--- src/rtl/ahb_pkg.sv ---
// ahb_pkg: AHB-Lite transfer/response encodings and default-slave states.
package ahb_pkg;
   localparam logic [1:0] HTRANS_IDLE   = 2'b00;
   localparam logic [1:0] HTRANS_BUSY   = 2'b01;
   localparam logic [1:0] HTRANS_NONSEQ = 2'b10;
   localparam logic [1:0] HTRANS_SEQ    = 2'b11;
   localparam logic HRESP_OKAY  = 1'b0;
   localparam logic HRESP_ERROR = 1'b1;
   typedef enum logic [1:0] {DS_IDLE, DS_ERR1, DS_ERR2} ds_state_e;
endpackage

--- src/rtl/ahb_default_slave.sv ---
// ahb_default_slave: two-cycle ERROR responder for unmapped addresses with error logging.
module ahb_default_slave
   import ahb_pkg::*;
#(
   parameter int AW = 32
) (
   input  logic          hclk,
   input  logic          hresetn,
   input  logic          sel,
   input  logic [1:0]    htrans,
   input  logic          hready,
   input  logic [AW-1:0] haddr,
   output logic          hreadyout,
   output logic          hresp,
   output logic [15:0]   err_count,
   output logic [AW-1:0] err_addr
);
   ds_state_e     state_q;
   logic [15:0]   err_count_q;
   logic [AW-1:0] err_addr_q;
   logic          active;
   logic          hit;
   assign active    = (htrans == HTRANS_NONSEQ) || (htrans == HTRANS_SEQ);
   assign hit       = sel && active && hready;
   assign hreadyout = (state_q != DS_ERR1);
   assign hresp     = (state_q == DS_IDLE) ? HRESP_OKAY : HRESP_ERROR;
   assign err_count = err_count_q;
   assign err_addr  = err_addr_q;
   // ERR1 is the only non-ready state, so every other state re-evaluates the address phase
   always_ff @(posedge hclk or negedge hresetn) begin
      if (!hresetn) begin
         state_q     <= DS_IDLE;
         err_count_q <= '0;
         err_addr_q  <= '0;
      end else if (state_q == DS_ERR1) begin
         state_q <= DS_ERR2;
      end else if (hit) begin
         state_q     <= DS_ERR1;
         err_count_q <= err_count_q + {15'd0, err_count_q != 16'hFFFF};
         err_addr_q  <= haddr;
      end else begin
         state_q <= DS_IDLE;
      end
   end
endmodule

--- src/rtl/ahb_interconnect_n.sv ---
// ahb_interconnect_n: single-master AHB-Lite decoder, registered data-phase mux and default slave.
module ahb_interconnect_n
   import ahb_pkg::*;
#(
   parameter int NSLV       = 4,
   parameter int AW         = 32,
   parameter int DW         = 32,
   parameter int REGION_LSB = 28
) (
   input  logic               hclk,
   input  logic               hresetn,
   input  logic [AW-1:0]      haddr,
   input  logic [1:0]         htrans,
   output logic [NSLV-1:0]    s_hsel,
   input  logic [NSLV*DW-1:0] s_hrdata,
   input  logic [NSLV-1:0]    s_hreadyout,
   input  logic [NSLV-1:0]    s_hresp,
   output logic               hready,
   output logic [DW-1:0]      hrdata,
   output logic               hresp,
   output logic [15:0]        err_count,
   output logic [AW-1:0]      err_addr
);
   localparam int DSW = $clog2(NSLV + 1);
   logic [3:0]     idx;
   logic [DSW-1:0] asel;
   logic [DSW-1:0] dsel_q;
   logic           ds_hreadyout;
   logic           ds_hresp;
   assign idx  = haddr[REGION_LSB +: 4];
   assign asel = (int'(idx) < NSLV) ? DSW'(idx) : DSW'(NSLV);
   always_comb begin
      s_hsel = '0;
      for (int i = 0; i < NSLV; i++) s_hsel[i] = (idx == 4'(i));
   end
   // dsel value NSLV routes the data phase to the default slave
   always_ff @(posedge hclk or negedge hresetn) begin
      if (!hresetn) dsel_q <= DSW'(NSLV);
      else if (hready) dsel_q <= asel;
   end
   always_comb begin
      hready = ds_hreadyout;
      hresp  = ds_hresp;
      hrdata = '0;
      for (int i = 0; i < NSLV; i++) begin
         if (dsel_q == DSW'(i)) begin
            hready = s_hreadyout[i];
            hresp  = s_hresp[i];
            hrdata = s_hrdata[i*DW +: DW];
         end
      end
   end
   ahb_default_slave #(.AW(AW)) u_ds (
      .hclk      (hclk),
      .hresetn   (hresetn),
      .sel       (asel == DSW'(NSLV)),
      .htrans    (htrans),
      .hready    (hready),
      .haddr     (haddr),
      .hreadyout (ds_hreadyout),
      .hresp     (ds_hresp),
      .err_count (err_count),
      .err_addr  (err_addr)
   );
endmodule

--- config.mk ---
export PLATFORM = sky130hd
export DESIGN_NAME = ahb_interconnect_n
export DESIGN_NICKNAME = d
export VERILOG_FILES = /design/src/rtl/ahb_pkg.sv /design/src/rtl/ahb_default_slave.sv /design/src/rtl/ahb_interconnect_n.sv
export SDC_FILE = /design/constraint.sdc
export NUM_CORES = 1
export LEC_CHECK = 0
export CAP_MARGIN = 0
export CORE_MARGIN = 2
export CORE_UTILIZATION = 34
export CTS_CLUSTER_SIZE = 25
export DETAILED_ROUTE_END_ITERATION = 10
export PLACE_DENSITY = 0.81
export SETUP_SLACK_MARGIN = 0.05
export SLEW_MARGIN = 30
export SYNTH_ARGS = -nofsm -noshare
export SYNTH_HDL_FRONTEND = slang
export SYNTH_SLANG_ARGS = --single-unit
--- constraint.sdc ---
create_clock -name hclk -period 3.2 [get_ports hclk]
set_clock_uncertainty 0.15 [all_clocks]
set_input_delay 0.48 -clock hclk [delete_from_list [all_inputs] [get_ports hclk]]
set_output_delay 0.48 -clock hclk [all_outputs]
set_load 0.005 [all_outputs]
Yosys cells after proc, flatten, opt, wreduce, memory -nomap -nowiden
Cells that the tools add are included.
- input port bits: 172
- logic and storage cells: 42
- register bits: 53
- output and inout bits: 86
- reduce and logical (&&, ||, !) cells: 7
- equal/unequal tests: 12
- add/sub/neg operators: 1
- bitwise operators: 1
- magnitude comparators: 1
- multiplexer cells: 16
- operator list (kind ; count):
    $mux 32 ; 4
    $add 16x1->16 ; 1
    $ne 16x16->1 const B ; 1
    $mux 1 ; 10
    $eq 4x2->1 const B ; 2
    $eq 3x2->1 const B ; 2
    $eq 2x2->1 const B ; 2
    $eq 4x1->1 const B ; 1
    $logic_not 4->1 ; 1
    $lt 4x3->1 const B ; 1
    $eq 3x1->1 const B ; 1
    $eq 3x3->1 const B ; 1
    $logic_not 3->1 ; 1
    $mux 3 ; 1
    $eq 2x1->1 const B ; 1
    $logic_and 1x1->1 ; 2
    $logic_not 2->1 ; 1
    $mux 2 ; 1
    $ne 2x1->1 const B ; 1
    $reduce_and 2->1 ; 1
    $logic_or 1x1->1 ; 1
    $not 1->1 ; 1

Longest topological paths before layout
Gate-level depths: netlist (run 1).
- word-level depth: 8
- mapped depth: 9
- gate-level depth less buffers: 8

By module
A second synthesis (run 1) with hierarchy kept.
- cell total of the unflattened synthesis: 318
- area, all modules: 3362.0 um^2
- modules (own cells, without submodules) (module ; area each (um^2) ; cells each ; times used ; seq. area each (um^2)):
    ahb_default_slave ; 2092.0 ; 213 ; 1 ; 1251.2
    ahb_interconnect_n ; 1270.0 ; 105 ; 1 ; 76.3

Least setup slack after synthesis (run 1)
Ideal clock, no wire load.
- path type: register to register
- start point: register dsel_q[2]
- end point: register u_ds.err_addr_q[10] (netlist: u_ds.err_addr[10])
- setup slack: 0.956 ns
- data required time: 2.925 ns
- library setup time: 0.125 ns
- path buffers: 2
- data arrival time: 1.969 ns
- stages on the path, launching flop included: 8
- period minus slack after synthesis: 2.244 ns
- cells stage by stage: dfstp_2 > buf_2 > and2b_1 > a32oi_2 > inv_2 > nand3_4 > buf_6 > mux2_4
- longest elaborated chain between the ends: 7
- elaborated cells between the ends (all ways): 10
- those cells by class: 3 x eq/ne; 4 x mux; 3 x reduce/logical
- ends and longest elaborated chain (item ; RTL line ; RTL):
    start: declaration ; ahb_interconnect_n.sv:27 ; logic [DSW-1:0] dsel_q;
    start signal: assignment ; ahb_interconnect_n.sv:38 ; if (!hresetn) dsel_q <= DSW'(NSLV);
    start signal: assignment ; ahb_interconnect_n.sv:39 ; else if (hready) dsel_q <= asel;
    $logic_not 3->1 ; ahb_interconnect_n.sv:46 ; if (dsel_q == DSW'(i)) begin
    $mux 1 (3 in series) ; ahb_interconnect_n.sv:46 ;
    $mux 1 (*) ; ahb_interconnect_n.sv:46 ;
    via hready ; ahb_interconnect_n.sv:18 ; output logic hready,
    $logic_and 1x1->1 (*) ; ahb_default_slave.sv:24 ; assign hit = sel && active && hready;
    $reduce_and 2->1 (no source line) (*) ; n/a ;
    end signal: assignment ; ahb_default_slave.sv:40 ; err_addr_q <= haddr;
    end: declaration ; ahb_default_slave.sv:20 ; logic [AW-1:0] err_addr_q;
Mark *: on every way through the listed nets, which the timed path passes. The rest lies on a longest branch.
A chain may end at the register's enable or synchronous reset.

Worst setup path in the final report (run 1)
- start point: register dsel_q[1]
- end point: output port hrdata[23]
- longest elaborated chain between the ends: 5
- elaborated cells between the ends (all ways): 8
- those cells by class: 3 x eq/ne; 4 x mux; 1 x reduce/logical
- ends and longest elaborated chain (item ; RTL line ; RTL):
    $logic_not 3->1 ; ahb_interconnect_n.sv:46 ;
    $mux 32 (3 in series) ; ahb_interconnect_n.sv:46 ;
    $mux 32 (*) ; ahb_interconnect_n.sv:46 ;
    end: declaration ; ahb_interconnect_n.sv:19 ; output logic [DW-1:0] hrdata,
Every way passes the cells marked *; elsewhere a longest branch is shown, timed or not.

==> results of run 1 <==
stage by stage:
| stage | std cells | hold slack [ns] | cell area [sq um] |
|---|---|---|---|
| finish | 642 | 0.00856 | 6200 |
| floorplan | 254 | 0.0344 | 3400 |
| detailed placement | 634 | 0.318 | 6120 |
| CTS | 642 | 0.0206 | 6200 |
| global route | 642 | 0.0466 | 6200 |
| global placement | 634 | 0.313 | 6120 |
routing by layer:
layer,track usage [%],share of wire [%],up-vias
met5,0,0,-
met4,7.72,3.3,0
met3,7.27,8.8,27
met2,35.6,47,170
met1,26.8,40,1475
li1,-,-,1447
cell type report:
class	count	area, sq um	share of cell area (%)
multi-input combinational	179	1960	31.6
tap	133	166	2.68
clock inverter	2	10.0	0.161
sequential	53	1330	21.4
clock buffer	6	72.6	1.17
timing repair buffer	265	2650	42.7
inverter	4	15.0	0.242
cell families after synthesis:
family / after synthesis
and+or+nand+nor: 89
muxes: 68
DFF: 53
buffers and inverters: 22
xor gates and xnor gates: 14
AOI/OAI and AO/OA: 6
adders and majority gates: 2
how the worst min path moves through the flow:
stage | end | slack, ns | depth (start not counted)
global placement | u_ds.state_q[1] | 0.31 | 1
floorplan | dsel_q[0] | 0.03 | 0
finish | u_ds.err_addr[16] | 0.009 | 1
CTS | u_ds.err_addr[16] | 0.02 | 1
global route | u_ds.err_addr[20] | 0.05 | 1
detailed placement | u_ds.state_q[1] | 0.32 | 1
critical path: cells and delay by family, from the launching register on:
| family | cells | cell delay [ns] |
|---|---|---|
| buffers and inverters | 2 | 0.73 |
| AND/OR/NAND/NOR | 1 | 0.15 |
| flip-flops | 1 | 0.71 |
| multiplexers | 1 | 0.31 |
power by group through the flow:
stage	Combinational [uW]	Sequential (uW)	Clock (uW)
6_report	2630	1220	359
3_3_place_gp	2610	1210	0
3_5_place_dp	2650	1220	0
2_1_floorplan	1370	1170	0
4_1_cts	2660	1230	375
5_1_grt	2820	1270	394
cells in the mapped netlist, drive strengths merged, types with 2 or more instances:
library cell	instances	share of area (%)
or2	2	0.37
inv	4	0.44
buf	9	2.1
clkbuf	9	0.99
dfrtp	52	38
nand2	8	0.88
ha	2	0.74
o21ai	2	0.29
mux2	35	15
nand3	6	1.2
nor3	12	1.8
mux4	33	22
and3	5	0.92
nor4	3	0.55
nand4	7	1.3
nor2	9	0.99
nor2b	33	6.1
xor2	14	3.6
a21oi	2	0.29
sequential cells by signal, indices dropped and copies added (netlist names):
signal and flops:
dsel_q 3, u_ds.err_addr 32, u_ds.err_count 16, u_ds.state_q 2
==> results.yml, run 1 <==
outcome:
  status: "finished clean"
floorplanning:
  fp.dieH_um: 104
  fp.dieW_um: 104
  die_area_sq_mm: 0.0108
  coreArea_sq_mm: 0.00973
  floorplan.initialDensity_pct: 35.0
  num_io_pins: 258
  row_count: 36
final_layout:
  fillers: 753
  final_common_cell: "clkdlybuf4s50_1"
  antenna_cells: 0
  drive_gt1_share_pct: 18.1
  finish.utilization_pct: 63.7
  layout_common_cells: "clkdlybuf4s50_1 (255), dfrtp_1 (51), nor2b_1 (33), mux4_2 (33), mux2_4 (29)"
  nets: 682
  syn_to_final_growth_pct: 82.2
power:
  power_density_mw_per_mm2: 679
  swShare_pct: 32.0
  p_int_uw: 2860
  p_sw_uw: 1350
  power_leakage_uw: 0.00247
  clkPwrFrac_pct: 8.5
  pwr-share-comb_pct: 62.4
  irDropWorstVdd_mv: 0.436
  seqPwrFrac_pct: 29.0
  power_uw: 4210
yosys:
  synth_cell_types: 32
  yosys.area_share.adder_pct: 0.735
  dominantRegCellSynth: "dfrtp_1"
  syn_avg_cell_area_sq_um: 13.4
  ys_ff_latch: 53
  synthMuxAreaShare_pct: 36.6
  syn_area_sq_mm: 0.00340
  ys_warn_count: 0
  synth_edf_count: 0
  synth_top_family_by_area: "multiplexers"
  synthSimpleGateAreaFrac_pct: 15.0
  syn-instance-count: 254
  ys_seq_area_share_pct: 39.0
  synth-xor-area-share_pct: 3.60
  syn_nets: 428
  synth_compound_area_share_pct: 1.51
  synthArstFlopShare_pct: 100
cts:
  cts_resized: 0
  cts_root_buf: "clkbuf_8"
  insertion_delay_ns: 0.30
  numCtsBuffers: 5
  numClockSinks: 53
  cts_hold_buffers: 0
  htreeDepth: 2
  cts_tree: "built"
  post_cts_buffers: 0
  cts_buffer_depth: 2
  clk_pin_slew_ns: 0.09
sta:
  worst_slack_ns: 0.372
  min_period_over_period_pct: 88.4
  period_minus_slack_ns: 2.83
  setup_viol: 0
  slew_viol_final: 0
  rsz0062_at_grt: "no"
  hold_viol_final: 0
  worst_slew_pin_slew_ns: 0.574
  fin_tns_setup_ns: 0
  fmax_mhz: 354
  relSlewSlack_pct: 61.8
run:
  drv_cap: 0
critical_path:
  cp-endpoint: "hrdata[23]"
  cp-start-kind: "flop"
  arrival_ns: 2.20
  worstPathCellList: "buf_4 -> mux4_2 -> nor2b_1 -> clkdlybuf4s50_1"
  regToRegSetupSlack_ns: 0.68
  r2r_end: "u_ds.err_addr[0]"
  critPathMaxFanout: 14
  worstRegToRegCells: 7
  path_class: "flop to output port"
  critPathMaxStageDelay_ns: 0.71
  end_kind: "output port"
  r2r-start: "dsel_q[1]"
  slowest_stage: "dfrtp_1"
  crit_required_ns: 2.57
  crit_path_start: "dsel_q[1]"
global_route:
  grt_max_degree: 27
  grt_pass1_vias: 3374
  antenna_found_initial: 0
  grt_usage_pct: 21.7
  grt.overflow.total: 0
  grt_pass1_wl_um: 18600
route:
  ant_nets: 0
  avgRoutedWirePerCell_um: 18.4
  first_iter_violations: 162
  wl_um: 11800
  via_per_inst: 4.86
  vias: 3119
  drc_errors: 0
  drt_pass1_iterations: 4
placed_design:
  portBuffers: 256
  dpl.hpwl_um: 9770
  gp_congestion: 0.937
  pre_cts_slack_ns: 0.535
min_path:
  min_path_type: "input pin to asynchronous set/reset pin"
(Power assumes the default switching activity.)
==> run 2, diff against run 1 <==
- SYNTH_HIERARCHICAL: not set -> 1
==> run 2 against run 1 <==
- critical path type unchanged
- register-to-register slack about the same
- cell count is 10% higher
- flip-flop and latch count is the same
- maximum frequency is 3.1% lower
- synthesized cell count rose by 25%
- sequential power is 11% lower
==> results.yml, run 2 <==
outcome:
  status: "finished clean"
critical_path:
  slowest_stage: "mux4_2"
  cp.depth: 4
  path_class: "flop to output port"
  regToRegSetupSlack_ns: 0.68
  arrival_ns: 2.29
  critPathMaxStageDelay_ns: 0.55
  path_delay_family: "buffers and inverters"
  end_kind: "output port"
  worstRegToRegCells: 8
  critPathMaxFanout: 16
  worst-path-buf-inv: 2
  cp-start-kind: "flop"
  crit_required_ns: 2.57
  worstPathCellList: "buf_4 -> mux4_2 -> nor2b_1 -> clkdlybuf4s50_1"
global_route:
  grt_usage_pct: 22.4
  grt_pass1_wl_um: 18000
  grt_max_degree: 42
  grt_pass1_vias: 3437
  grt.overflow.total: 0
  antenna_found_initial: 0
cts:
  numClockSinks: 53
  cts_root_buf: "clkbuf_8"
  cts_hold_buffers: 1
  cts_buffer_depth: 2
  cts_tree: "built"
  post_cts_buffers: 0
  htreeDepth: 2
  insertion_delay_ns: 0.32
  cts_resized: 0
  numCtsBuffers: 5
  clk_pin_slew_ns: 0.11
floorplanning:
  fp.dieW_um: 103
  fp.dieH_um: 103
  floorplan.initialDensity_pct: 34.7
  die_area_sq_mm: 0.0107
  num_io_pins: 258
  coreArea_sq_mm: 0.00968
  row_count: 36
route:
  avgRoutedWirePerCell_um: 18.3
  first_iter_violations: 80
  via_per_inst: 4.87
  drc_errors: 0
  vias: 3446
  ant_nets: 0
  wl_um: 12900
  drt_pass1_iterations: 4
yosys:
  synth_edf_count: 0
  ys_ff_latch: 53
  synthArstFlopShare_pct: 100
  synth_largest_area_cell: "dfrtp_1"
  synth_cell_types: 37
  ys_seq_area_share_pct: 39.5
  yosys-top-cells-area: "dfrtp_1 (39%), mux4_2 (22%), nand2_1 (12%), nor2b_1 (6.0%), xnor2_1 (1.8%)"
  syn_area_sq_mm: 0.00336
  syn_nets: 493
  yosysMostFrequentCell: "nand2_1"
  syn-instance-count: 318
  synthDominantCellAreaShare_pct: 38.7
  ys_warn_count: 6
  syn_avg_cell_area_sq_um: 10.6
  dominantRegCellSynth: "dfrtp_1"
  yosys-top-cells-count: "nand2_1 (109), dfrtp_1 (52), mux4_2 (33)"
sta:
  hold_viol_final: 0
  hold-worst-slack_ns: 0.332
  worst_slew_pin_slew_ns: 0.507
  relSlewSlack_pct: 66.2
  slew_viol_final: 0
  min_period_over_period_pct: 91.2
  fin_tns_setup_ns: 0
  rsz0062_at_grt: "no"
  setup_viol: 0
  fmax_mhz: 343
  period_minus_slack_ns: 2.92
final_layout:
  final_common_cell: "clkdlybuf4s50_1"
  layout_common_cells: "clkdlybuf4s50_1 (255), nand2_1 (109), dfrtp_1 (51)"
  nets: 746
  drive_gt1_share_pct: 11.4
  fillers: 800
  syn_to_final_growth_pct: 82.7
  largest_reg_flops: 32
placed_design:
  dpl.hpwl_um: 10600
  portBuffers: 256
  gp_congestion: 0.839
power:
  power_density_mw_per_mm2: 543
  power_leakage_uw: 0.00251
  irDropWorstVdd_mv: 0.436
run:
  drv_cap: 0
min_path:
  min_path_type: "flop to flop"
  worstHoldPathCells: 2
## run 2: cells by family after synthesis
group                    synth area share (%)
AO/OA/AOI/OAI                            1.38
multiplexers                             23.7
buffers and inverters                    4.50
AND/OR/NAND/NOR                          26.1
flip-flops                               39.5
adder cells (fa/ha/maj)                  1.12
XOR/XNOR                                 3.65
## run 2: through the flow
step	worst slack (ns)	std cells	utilization [%]	power (uW)	area, sq um
after floorplan	1.10	318	-	1880	3360
after global placement	0.388	696	62.2	2890	6030
after detailed placement	0.290	696	62.2	2950	6030
after CTS	0.234	705	63.4	3380	6140
after global routing	0.154	705	63.4	3580	6140
final	0.283	707	63.4	3340	6140
## run 2: cell type report
| type | count | area [sq um] | area share (%) |
|---|---|---|---|
| Sequential cell | 53 | 1330 | 21.6 |
| Clock buffer | 6 | 82.6 | 1.34 |
| Inverter | 6 | 22.5 | 0.367 |
| Clock inverter | 2 | 17.5 | 0.285 |
| Antenna cell | 2 | 5.00 | 0.0815 |
| Tap cell | 133 | 166 | 2.71 |
| Multi-Input combinational cell | 239 | 1880 | 30.7 |
| Timing Repair Buffer | 266 | 2640 | 42.9 |
## run 2: worst paths after layout
check,end,from
min,u_ds/err_addr[2],u_ds/err_addr[2]
min reg2reg,u_ds/err_addr[2],u_ds/err_addr[2]
max,hrdata[30],dsel_q[0]
max reg2reg,u_ds/err_addr[26],dsel_q[0]
max in group asynchronous,u_ds/err_addr[8],hresetn
min in group asynchronous,u_ds/err_count[9],hresetn
## run 2: metal layers
layer | GRT usage (%) | part of all wire (%) | wire length, um
met5 | 0 | 0 | 0
met3 | 7.39 | 9.3 | 1200
met1 | 25.1 | 36 | 4620
met2 | 38.6 | 52 | 6670
met4 | 10.0 | 3.2 | 408
## run 2: tightest hold or removal path: stages (launching register included)
cell and delay (ns):
dfrtp_1 0.35, nand2_1 0.05, nand2_1 0.06
## run 2: power breakdown
group	internal, uW	switching, uW
Clock	180	233
Sequential	918	175
Combinational	1140	691
